### src/rtl/otter_dmem_arbiter_pkg.sv
`default_nettype none
// ============================================================================
// Package  : otter_arb_pkg
// Purpose  : Shared types for the OTTER data-port arbiter.
// Revision : 1.0 - initial release
// ============================================================================
package otter_arb_pkg;

    localparam int ARB_ADDR_W = 32;
    localparam int ARB_DATA_W = 32;

    typedef enum logic [0:0] {
        IDLE    = 1'b0,
        RD_WAIT = 1'b1
    } arb_state_t;

    typedef enum logic [0:0] {
        REQ_CPU = 1'b0,
        REQ_DBG = 1'b1
    } req_id_t;

    typedef struct packed {
        logic                  we;
        logic [ARB_ADDR_W-1:0] addr;
        logic [ARB_DATA_W-1:0] wdata;
        logic [1:0]            size;
        logic                  sign;
    } mem_req_t;

endpackage
`default_nettype wire

### src/rtl/otter_arb_req_mux.sv
`default_nettype none
// ============================================================================
// Module   : otter_arb_req_mux
// Purpose  : Selects the winning requester's access fields.
// Revision : 1.0 - initial release
// ============================================================================
module otter_arb_req_mux
    import otter_arb_pkg::*;
(
    input  req_id_t  i_sel,
    input  mem_req_t i_cpu,
    input  mem_req_t i_dbg,
    output mem_req_t o_req
);

    assign o_req = (i_sel == REQ_DBG) ? i_dbg : i_cpu;

endmodule
`default_nettype wire

### src/rtl/otter_dmem_arbiter.sv
`default_nettype none
// ============================================================================
// Module   : otter_dmem_arbiter
// Purpose  : CPU / debug arbiter for OTTER memory data port 2.
// Revision : 1.0 - initial release
// ============================================================================
module otter_dmem_arbiter
    import otter_arb_pkg::*;
#(
    parameter int ADDR_W   = 32,
    parameter int DATA_W   = 32,
    parameter int RD_LAT   = 1,
    parameter int MAX_WAIT = 4
) (
    input  logic              CLK,
    input  logic              RST_N,
    input  logic              cpu_req,
    input  logic              cpu_we,
    input  logic [ADDR_W-1:0] cpu_addr,
    input  logic [DATA_W-1:0] cpu_wdata,
    input  logic [1:0]        cpu_size,
    input  logic              cpu_sign,
    output logic              cpu_gnt,
    output logic              cpu_rvalid,
    output logic [DATA_W-1:0] cpu_rdata,
    input  logic              dbg_req,
    input  logic              dbg_we,
    input  logic [ADDR_W-1:0] dbg_addr,
    input  logic [DATA_W-1:0] dbg_wdata,
    input  logic [1:0]        dbg_size,
    input  logic              dbg_sign,
    output logic              dbg_gnt,
    output logic              dbg_rvalid,
    output logic [DATA_W-1:0] dbg_rdata,
    input  logic              dbg_halt,
    output logic              mem_rden2,
    output logic              mem_we2,
    output logic [ADDR_W-1:0] mem_addr2,
    output logic [DATA_W-1:0] mem_din2,
    output logic [1:0]        mem_size,
    output logic              mem_sign,
    input  logic [DATA_W-1:0] mem_dout2
);

    localparam int                 c_LAT_W   = $clog2(RD_LAT + 1);
    localparam int                 c_STV_W   = $clog2(MAX_WAIT + 1);
    localparam logic [c_LAT_W-1:0] c_LAT_MAX = c_LAT_W'(RD_LAT);
    localparam logic [c_STV_W-1:0] c_STV_MAX = c_STV_W'(MAX_WAIT);

    generate
        if (ADDR_W != ARB_ADDR_W || DATA_W != ARB_DATA_W || RD_LAT < 1 || MAX_WAIT < 1) begin : g_param_check
            $error("otter_dmem_arbiter: unsupported parameter set");
        end
    endgenerate

    arb_state_t           r_state;
    req_id_t              r_owner;
    logic [c_LAT_W-1:0]   r_lat_cnt;
    logic [c_STV_W-1:0]   r_starve;
    logic [DATA_W-1:0]    r_cpu_rdata;
    logic [DATA_W-1:0]    r_dbg_rdata;

    logic                 w_idle;
    logic                 w_starved;
    logic                 w_cpu_win;
    logic                 w_dbg_win;
    logic                 w_issue;
    logic                 w_rd_done;
    req_id_t              w_gnt_id;
    mem_req_t             w_cpu_fields;
    mem_req_t             w_dbg_fields;
    mem_req_t             w_sel;

    assign w_cpu_fields = '{we: cpu_we, addr: cpu_addr, wdata: cpu_wdata, size: cpu_size, sign: cpu_sign};
    assign w_dbg_fields = '{we: dbg_we, addr: dbg_addr, wdata: dbg_wdata, size: dbg_size, sign: dbg_sign};

    // Gating with RST_N keeps every output quiet while reset is held, even with requests pending.
    assign w_idle    = (r_state == IDLE) && RST_N;
    assign w_starved = dbg_req && (r_starve == c_STV_MAX);
    assign w_cpu_win = w_idle && cpu_req && !dbg_halt && !w_starved;
    assign w_dbg_win = w_idle && dbg_req && !w_cpu_win;
    assign w_issue   = w_cpu_win || w_dbg_win;
    assign w_gnt_id  = w_dbg_win ? REQ_DBG : REQ_CPU;

    otter_arb_req_mux u_req_mux (
        .i_sel (w_gnt_id),
        .i_cpu (w_cpu_fields),
        .i_dbg (w_dbg_fields),
        .o_req (w_sel)
    );

    assign cpu_gnt   = w_cpu_win;
    assign dbg_gnt   = w_dbg_win;
    assign mem_we2   = w_issue && w_sel.we;
    assign mem_rden2 = w_issue && !w_sel.we;
    assign mem_addr2 = w_issue ? w_sel.addr  : '0;
    assign mem_din2  = w_issue ? w_sel.wdata : '0;
    assign mem_size  = w_issue ? w_sel.size  : 2'b00;
    assign mem_sign  = w_issue && w_sel.sign;

    // Read data is passed straight through on the valid cycle and held afterwards.
    assign w_rd_done  = (r_state == RD_WAIT) && (r_lat_cnt == c_LAT_MAX);
    assign cpu_rvalid = w_rd_done && (r_owner == REQ_CPU);
    assign dbg_rvalid = w_rd_done && (r_owner == REQ_DBG);
    assign cpu_rdata  = cpu_rvalid ? mem_dout2 : r_cpu_rdata;
    assign dbg_rdata  = dbg_rvalid ? mem_dout2 : r_dbg_rdata;

    always_ff @(posedge CLK or negedge RST_N) begin
        if (!RST_N) begin
            r_state   <= IDLE;
            r_owner   <= REQ_CPU;
            r_lat_cnt <= '0;
        end else if (r_state == IDLE) begin
            if (mem_rden2) begin
                r_state   <= RD_WAIT;
                r_owner   <= w_gnt_id;
                r_lat_cnt <= c_LAT_W'(1);
            end
        end else begin
            if (w_rd_done) begin
                r_state <= IDLE;
            end else begin
                r_lat_cnt <= r_lat_cnt + c_LAT_W'(1);
            end
        end
    end

    always_ff @(posedge CLK or negedge RST_N) begin
        if (!RST_N) begin
            r_starve <= '0;
        end else if (!dbg_req || w_dbg_win) begin
            r_starve <= '0;
        end else if (r_starve != c_STV_MAX) begin
            r_starve <= r_starve + c_STV_W'(1);
        end
    end

    always_ff @(posedge CLK or negedge RST_N) begin
        if (!RST_N) begin
            r_cpu_rdata <= '0;
            r_dbg_rdata <= '0;
        end else begin
            if (cpu_rvalid) r_cpu_rdata <= mem_dout2;
            if (dbg_rvalid) r_dbg_rdata <= mem_dout2;
        end
    end

endmodule
`default_nettype wire

### config.mk
export PLATFORM = sky130hd
export DESIGN_NAME = otter_dmem_arbiter
export DESIGN_NICKNAME = d
export VERILOG_FILES = /design/src/rtl/otter_dmem_arbiter_pkg.sv /design/src/rtl/otter_arb_req_mux.sv /design/src/rtl/otter_dmem_arbiter.sv
export SDC_FILE = /design/constraint.sdc
export NUM_CORES = 1
export LEC_CHECK = 0
export ABC_AREA = 1
export BUFFER_PORTS_ARGS = -buffer_cell sky130_fd_sc_hd__buf_2
export CAP_MARGIN = 10
export CORE_MARGIN = 8
export CORE_UTILIZATION = 39
export CTS_BUF_LIST = sky130_fd_sc_hd__clkbuf_2
export CTS_CLUSTER_SIZE = 12
export DETAILED_ROUTE_END_ITERATION = 8
export GPL_ROUTABILITY_DRIVEN = 0
export GPL_TIMING_DRIVEN = 0
export PLACE_DENSITY = 0.79
export SYNTH_ARGS = -nofsm -noshare
export SYNTH_HDL_FRONTEND = slang
export SYNTH_SLANG_ARGS = --single-unit
### constraint.sdc
create_clock -name CLK -period 1.8 [get_ports CLK]
set_clock_uncertainty 0.2 [all_clocks]
set_input_delay 0.45 -clock CLK [delete_from_list [all_inputs] [get_ports CLK]]
set_output_delay 0.45 -clock CLK [all_outputs]
set_load 0.005 [all_outputs]
==> metrics.yaml, run 1 <==
dp_hpwl_mm: 13.5
synth_edf_count: 0
die_x_um: 125
worstSetupPathType: "flop to primary output"
die_h_um: 125
start_kind: "flop"
viasPerCell: 5.04
rows: 39
crit_fanout: 7
grt_setup_unrepaired: "true"
final_util_pct: 81.9
tightest_slew_ns: 0.398
slew_viol_final: 0
hold_slack_ns: -0.431
clock-sinks: 70
dp.cells: 1031
synth_top_area_share_pct: 38.1
cts_tree: "yes"
drc_errors: 0
synthCells: 579
fmax_mhz: 356
synthSimpleGateAreaFrac_pct: 15.6
htreeDepth: 3
initial_core_util_pct: 40.1
synthTopCellsByCount: "inv_1, nand2_1, dfrtp_1"
status: "complete, but fails checks"
ff2ff_path_depth: 14
yosys.area_share.adder_pct: 0.544
cts_hold_buffers: 1
synth_area_um2: 4600
layout.nets: 1186
cts_buffers: 9
period_share_pct: 156
clk_pin_slew_ns: 0.22
final.fill_count: 634
portBuffers: 309
hold_viol: 70
routed-via-count: 5845
root_buffer: "clkbuf_2"
setup_violations: 150
synth_top_family_by_area: "compound AO/OA/AOI/OAI gates"
maxCapViolCount: 0
synthMuxAreaShare_pct: 0
drt_wl_total_mm: 25.9
cts.path.max_buffers: 2
multi_input_area_um2: 3010
ys_ff_latch: 70
synth_compound_area_share_pct: 24.9
async_reset_ff_share_pct: 100
relSlewSlack_pct: 73.5
synth_cell_type_count: 23
hold_class: "primary input to asynchronous set/reset pin"
drive_gt1_share_pct: 73.4
p_total_mw: 9.70
insertion_delay_ns: 0.51
grt_overflow: 0
ys_seq_area_share_pct: 38.1
cp_data_required_time_ns: 1.15
first_pass_iters: 5
synth_warnings: 0
grt_pass1_wl_mm: 35.6
grt_use_total_pct: 28.9
cpPeakStageDelay_ns: 0.44
ios: 310
synth_xor_area_share_pct: 0.191
p_leak_nw: 5.54
fin_setup_tns_ns: -123.79
ant_nets: 0
antenna_found_initial: 1
syn_area_per_cell_um2: 7.94
finalWorstSetupSlack_ns: -1.01
slowest_stage: "dfrtp_1"
dieArea_um2: 15500
failed_checks: "hold timing, setup timing"
grt_pass1_vias: 6328
mappedNetlistNets: 754
synthFlopType: "dfrtp_1"
crit_path_end_kind: "primary output"
worstPathArrival_ns: 2.16
ir_drop_mv: 0.944
stdcell_count: 1160
crit_chain: "inv_2 -> ha_4 -> nand3_4 -> nand3_4 -> nand2_8 -> buf_12 -> buf_12 -> o211ai_2 -> inv_2 -> buf_6"
core_area_um2: 11500
synth_area_leader_cell: "dfrtp_1"
post_drt_wl_per_cell_um: 22.3
grt_max_degree: 72
cellPowerDensity_nw_per_um2: 1030
synthTopCellsByArea: "dfrtp_1, o211ai_2, inv_1"
seqCellArea_um2: 1750
synth.most_common_cell: "inv_1"
layout_min_cycle_time_ns: 2.81
areaGrowthSynthToFinish_pct: 104
drtIter0Drc: 371
-- worst paths after layout --
| kind | to | slack (ns) | startpoint |
|---|---|---|---|
| max reg2reg | r_cpu_rdata[27] | -0.45 | r_state |
| min | r_dbg_rdata[15] | -0.43 | RST_N |
| min reg2reg | r_cpu_rdata[22] | 0.35 | r_cpu_rdata[22] |
| max in group asynchronous | r_state | 1.47 | RST_N |
| min in group CLK | r_dbg_rdata[16] | 0.02 | mem_dout2[16] |
| max | mem_din2[23] | -1.01 | r_starve[0] |
-- routing by layer --
layer | part of all wire, % | wire [um] | GRT usage, % | vias to the layer above
met3 | 6.8 | 1760 | 8.17 | 104
li1 | - | - | - | 2617
met4 | 5.8 | 1500 | 14.7 | 2
met2 | 54 | 14000 | 54.0 | 314
met1 | 33 | 8640 | 28.2 | 2808
met5 | 0.050 | 13 | 0 | -
-- metrics by stage --
step	area, um2	setup WS [ns]
after floorplan	4620	-0.176
after CTS	8890	-1.00
after detailed placement	6350	-1.39
final	9390	-1.01
after global routing	9390	-1.13
after global placement	6350	-1.94
-- area by class of cell --
| class | instances | area share [%] |
|---|---|---|
| clock buffer | 11 | 0.586 |
| antenna | 1 | 0.0267 |
| multi-input combinational | 294 | 32.0 |
| inverter | 180 | 7.28 |
| timing repair buffer | 423 | 32.3 |
| tap | 143 | 1.91 |
| sequential | 70 | 18.7 |
| clock inverter | 5 | 1.13 |
| buffer | 33 | 6.06 |
-- worst max-delay path: cells and delay by family, from the launching register on --
| family | cells | cell delay (ns) |
|---|---|---|
| AO/OA/AOI/OAI | 1 | 0.17 |
| adder cells (fa/ha/maj) | 1 | 0.14 |
| buffers and inverters | 5 | 0.59 |
| flip-flops | 1 | 0.44 |
| AND/OR/NAND/NOR | 3 | 0.32 |
-- flip-flops by register name, indices dropped and copies added, names as in the netlist --
| name | flops |
|---|---|
| r_lat_cnt | 1 |
| r_state | 1 |
| r_dbg_rdata | 32 |
| r_owner | 1 |
| r_starve | 3 |
| r_cpu_rdata | 32 |
-- cell usage in the layout (no fill, tap or decap), types with 3 or more instances in the layout --
cell	netlist	final
buf_12	0	16
buf_16	0	5
buf_2	8	279
buf_4	0	56
buf_6	12	71
buf_8	4	18
bufinv_16	0	3
clkbuf_16	0	10
clkbuf_2	0	11
dfrtp_1	70	69
inv_1	159	152
inv_2	21	26
nand2_1	115	36
nand2_2	28	56
nand2_4	2	51
nand3_4	1	4
o211ai_1	5	5
o211ai_2	62	61
o21ai_2	0	22
o21ai_4	0	43
-- where the power goes --
part           switching [mW]  internal (mW)
combinational            2.64           3.06
sequential              0.567           2.18
clock                   0.634          0.615
-- repair_timing --
item / in CTS / in global routing
pin swaps: 12 / 21
gates cloned: 14 / 1
gates resized for setup: 374 / 159
endpoints found under the setup margin: 144 / 155
buffers inserted: 114 / 40
endpoints found under the hold margin: 95 / 72
-- cells by family after synthesis --
logic type / count (synthesis)
DFF: 70
buffers and inverters: 215
AOI/OAI and AO/OA: 133
and+or+nand+nor: 158
xor gates and xnor gates: 1
adders and majority gates: 2
Power figures use the tool's default switching activity.
==> run 2: changes to the inputs <==
--- a/config.mk
+++ b/config.mk
@@ -15,7 +15,7 @@
 export DETAILED_ROUTE_END_ITERATION = 8
 export GPL_ROUTABILITY_DRIVEN = 0
 export GPL_TIMING_DRIVEN = 0
-export PLACE_DENSITY = 0.79
+export PLACE_DENSITY = 0.78
 export SYNTH_ARGS = -nofsm -noshare
 export SYNTH_HDL_FRONTEND = slang
 export SYNTH_SLANG_ARGS = --single-unit
==> metrics.yaml, run 2 (synthesis results as in run 1) <==
cts_tree: "yes"
antenna_found_initial: 1
multi_input_area_um2: 2910
relSlewSlack_pct: 73.0
failed_checks: "hold timing, setup timing"
layout_min_cycle_time_ns: 2.79
post_drt_wl_per_cell_um: 20.0
ant_nets: 0
worstPathArrival_ns: 2.14
reg_top3: "r_cpu_rdata (32), r_dbg_rdata (32), r_starve (3)"
worstSetupPathType: "flop to primary output"
r2r_end: "r_cpu_rdata[12]"
setup_violations: 144
hold_slack_ns: -0.438
portBuffers: 309
root_buffer: "clkbuf_2"
grt_max_degree: 72
die_x_um: 125
seqCellArea_um2: 1750
tightest_slew_ns: 0.406
htreeDepth: 3
fmax_mhz: 358
hold_class: "primary input to asynchronous set/reset pin"
viasPerCell: 4.95
hold_viol: 70
grt_use_total_pct: 26.2
finalWorstSetupSlack_ns: -0.991
p_leak_nw: 5.27
areaGrowthSynthToFinish_pct: 90.8
clk_pin_slew_ns: 0.19
first_pass_iters: 4
dieArea_um2: 15500
cts.path.max_buffers: 2
final_cell_mix: "buf_2, inv_1, dfrtp_1"
cellPowerDensity_nw_per_um2: 1000
cts_hold_buffers: 1
grt_overflow: 0
drc_errors: 0
ios: 310
initial_core_util_pct: 40.1
drt_wl_total_mm: 22.3
cp_data_required_time_ns: 1.15
r2r_slack_ns: -0.39
die_h_um: 125
core_area_um2: 11500
dp_hpwl_mm: 13.8
period_share_pct: 155
layout.nets: 1141
slew_viol_final: 0
drive_gt1_share_pct: 69.4
insertion_delay_ns: 0.51
status: "complete, but fails checks"
crit_path_end_kind: "primary output"
dp.cells: 1031
fin_setup_tns_ns: -121.10
grt_setup_unrepaired: "true"
rows: 39
drtIter0Drc: 308
ff2ff_path_depth: 13
ir_drop_mv: 0.846
routed-via-count: 5524
clock-sinks: 70
p_total_mw: 8.78
grt_pass1_wl_mm: 32.2
maxCapViolCount: 0
layout_commonest_cell: "buf_2"
stdcell_count: 1115
start_kind: "flop"
grt_pass1_vias: 5838
cts_buffers: 9
rr_startpoint: "r_state"
crit_fanout: 6
final.fill_count: 734
-- run 2: stage by stage --
| step | area [um2] | util (%) | setup slack, ns |
|---|---|---|---|
| global placement | 6350 | 55.4 | -1.91 |
| CTS | 8280 | 72.2 | -0.953 |
| global route | 8770 | 76.5 | -1.12 |
| floorplan | 4620 | - | -0.176 |
| finish | 8770 | 76.5 | -0.991 |
| detailed placement | 6350 | 55.4 | -1.38 |
-- run 2: worst max-delay path by stage --
stage	from	slack, ns	to
2_1_floorplan	r_starve[0]	-0.18	mem_addr2[3]
3_3_place_gp	RST_N	-1.91	mem_size[0]
3_5_place_dp	RST_N	-1.38	mem_din2[10]
4_1_cts	r_starve[1]	-0.95	mem_size[0]
5_1_grt	r_starve[0]	-1.12	mem_din2[10]
6_report	r_starve[0]	-0.99	mem_din2[10]
-- run 2: critical path, cell delays in order, from the launching register on --
cell	delay, ns
dfrtp_1	0.44
inv_2	0.09
ha_4	0.14
nand3_4	0.08
nand3_4	0.12
nand2_8	0.09
buf_12	0.16
buf_12	0.13
o211ai_2	0.19
inv_1	0.06
buf_2	0.12
-- run 2: report_power, final --
part / internal (mW) / switching, mW
registers: 2.18 / 0.472
logic: 2.50 / 2.30
clock network: 0.744 / 0.585
-- run 2: routing by layer --
metal	vias to the layer above	track usage [%]	wire (um)
met3	71	8.00	1730
li1	2532	-	-
met4	0	8.72	987
met5	-	0	0
met2	305	48.9	12000
met1	2616	27.0	7660
-- run 2: what timing repair did --
action,CTS,global route
buffers inserted,65,25
endpoints found under the hold margin,72,76
endpoints found under the setup margin,143,148
gates cloned,16,1
resized for setup,301,144
pin swaps,8,9
-- run 2: area by class of cell --
| cell class | instances | area share (%) |
|---|---|---|
| flip-flops and latches | 70 | 20.0 |
| well taps | 143 | 2.04 |
| inverters | 180 | 7.76 |
| multi-input cells | 294 | 33.1 |
| plain buffers | 34 | 6.72 |
| repair buffers | 376 | 28.2 |
| diodes | 1 | 0.0285 |
| clock buffers | 10 | 0.571 |
| clock inverters | 6 | 1.51 |
| repair inverters | 1 | 0.0856 |
==> run 3: changes to the inputs <==
--- a/config.mk
+++ b/config.mk
@@ -8,7 +8,8 @@
 export ABC_AREA = 1
 export BUFFER_PORTS_ARGS = -buffer_cell sky130_fd_sc_hd__buf_2
 export CAP_MARGIN = 10
-export CORE_MARGIN = 8
+export CORE_ASPECT_RATIO = 0.7
+export CORE_MARGIN = 5
 export CORE_UTILIZATION = 39
 export CTS_BUF_LIST = sky130_fd_sc_hd__clkbuf_2
 export CTS_CLUSTER_SIZE = 12
==> metrics.yaml, run 3 (synthesis results as in run 1) <==
status: "complete, but fails checks"
failed_checks: "hold timing, setup timing"
dp_slack_ns: -1.45
path_buf_inv: 5
layout.nets: 1142
stdcell_count: 1129
crit_chain: "inv_2 -> ha_4 -> nand3_4 -> nand3_4 -> nand2_4 -> buf_12 -> buf_12 -> o211ai_4 -> inv_1 -> buf_2"
cpPeakStageDelay_ns: 0.43
drt_wl_total_mm: 20.0
layout_min_cycle_time_ns: 2.77
crit_fanout: 10
post_drt_wl_per_cell_um: 17.7
final_area_um2: 8580
p_leak_nw: 5.22
hold_viol: 71
pwr-share-comb_pct: 54.2
cts_hold_buffers: 2
postPlaceCellArea_um2: 6370
finalWorstSetupSlack_ns: -0.973
final_cell_mix: "buf_2, inv_1, dfrtp_1"
fin_setup_tns_ns: -120.61
slew_viol_final: 0
final_util_pct: 73.9
cts.path.max_buffers: 2
ir_drop_mv: 1.15
initial_core_util_pct: 39.6
dp.cells: 1045
grt_pass1_wl_mm: 26.9
cts_tree: "yes"
period_share_pct: 154
hold_slack_ns: -0.440
critical_path.top_delay_family: "buffers and inverters"
cts_buffers: 9
die_x_um: 140
tightest_slew_ns: 0.378
maxCapViolCount: 0
grt_overflow: 0
p_int_mw: 5.15
layout_commonest_cell: "buf_2"
areaGrowthSynthToFinish_pct: 86.6
grt_pass1_vias: 5142
drc_errors: 0
clkPwrFrac_pct: 14.4
hold_class: "primary input to asynchronous set/reset pin"
htreeDepth: 3
die_h_um: 101
p_total_mw: 8.29
switching_power_mw: 3.14
first_pass_iters: 5
insertion_delay_ns: 0.54
start_kind: "flop"
grt_setup_unrepaired: "true"
viasPerCell: 4.70
seqPwrFrac_pct: 31.3
worstSetupPathType: "flop to primary output"
ant_nets: 0
cellPowerDensity_nw_per_um2: 966
cp_data_required_time_ns: 1.15
core_area_um2: 11600
grt_use_total_pct: 23.8
dieArea_um2: 14100
ios: 310
root_buffer: "clkbuf_2"
relSlewSlack_pct: 74.8
portBuffers: 309
drive_gt1_share_pct: 70.9
dp_hpwl_mm: 12.6
routed-via-count: 5307
reg_top3: "r_cpu_rdata (32), r_dbg_rdata (32), r_starve (3)"
antenna_found_initial: 0
antenna_cells: 0
fmax_mhz: 361
drtIter0Drc: 190
sw_frac_of_total_pct: 37.9
clk_pin_slew_ns: 0.24
rows: 33
crit_path_end_kind: "primary output"
worstPathArrival_ns: 2.12
final.fill_count: 796
grt_max_degree: 72
clock-sinks: 70
slowest_stage: "dfrtp_1"
setup_violations: 140
## run 3: cell types whose count changed in the layout (fill, tap and decap cells not counted), moves of 8 or more
cell,change
o21ai_2,+15
nand2_2,+22
o21ai_4,-15
nand2_4,-8
nand2_1,-13
buf_2,+8
## run 3: layout make-up
cell class	count	area [um2]	share of cell area [%]
clock buffer	9	45.0	0.525
sequential	70	1750	20.4
inverter	180	681	7.94
timing repair buffer	380	2440	28.4
tap	157	196	2.29
clock inverter	7	111	1.30
buffer	32	537	6.26
multi-input combinational	294	2820	32.8
## run 3: final timing paths
check	start	endpoint	slack, ns	depth (start not counted)
max in group asynchronous	RST_N	r_cpu_rdata[3]	1.49	1
worst max-delay path	r_starve[0]	mem_din2[3]	-0.97	10
min in group CLK	mem_dout2[20]	r_cpu_rdata[20]	0	3
worst min register to register	r_cpu_rdata[23]	r_cpu_rdata[23]	0.29	2
worst min-delay path	RST_N	r_dbg_rdata[14]	-0.44	1
worst max register to register	r_state	r_dbg_rdata[25]	-0.45	14
## run 3: power groups by stage
stage | clock, mW | sequential [mW] | combinational, mW
after floorplan | 0 | 2.33 | 1.22
after global placement | 0 | 2.35 | 2.40
after detailed placement | 0 | 2.38 | 2.44
after CTS | 1.17 | 2.40 | 3.56
after global routing | 1.27 | 2.64 | 4.82
final | 1.19 | 2.60 | 4.50
## run 3: layer usage
| metal | up-vias | track usage (%) | share of wire [%] |
|---|---|---|---|
| met3 | 53 | 5.83 | 5.8 |
| li1 | 2528 | - | - |
| met4 | 0 | 8.27 | 2.9 |
| met1 | 2497 | 30.8 | 40 |
| met2 | 229 | 39.3 | 51 |
| met5 | - | 0 | 0 |
## run 3: timing repair
action / in CTS / in global routing
hold endpoints to repair: 117 / 96
gates resized for setup: 208 / 209
setup buffers: 55 / 40
cloned: 4 / 6
pin swaps: 2 / 9
endpoints found under the setup margin: 143 / 150
## run 3: worst reg2reg max path: stages (launching register included)
cell and delay, ns:
dfrtp_2 0.48, buf_6 0.12, buf_6 0.09, nand3_4 0.09, buf_12 0.18, clkbuf_16 0.17, nand2_4 0.08, o21ai_4 0.06
buf_6 0.12, buf_6 0.10, buf_6 0.11, buf_6 0.11, buf_6 0.10, buf_6 0.10, buf_6 0.10
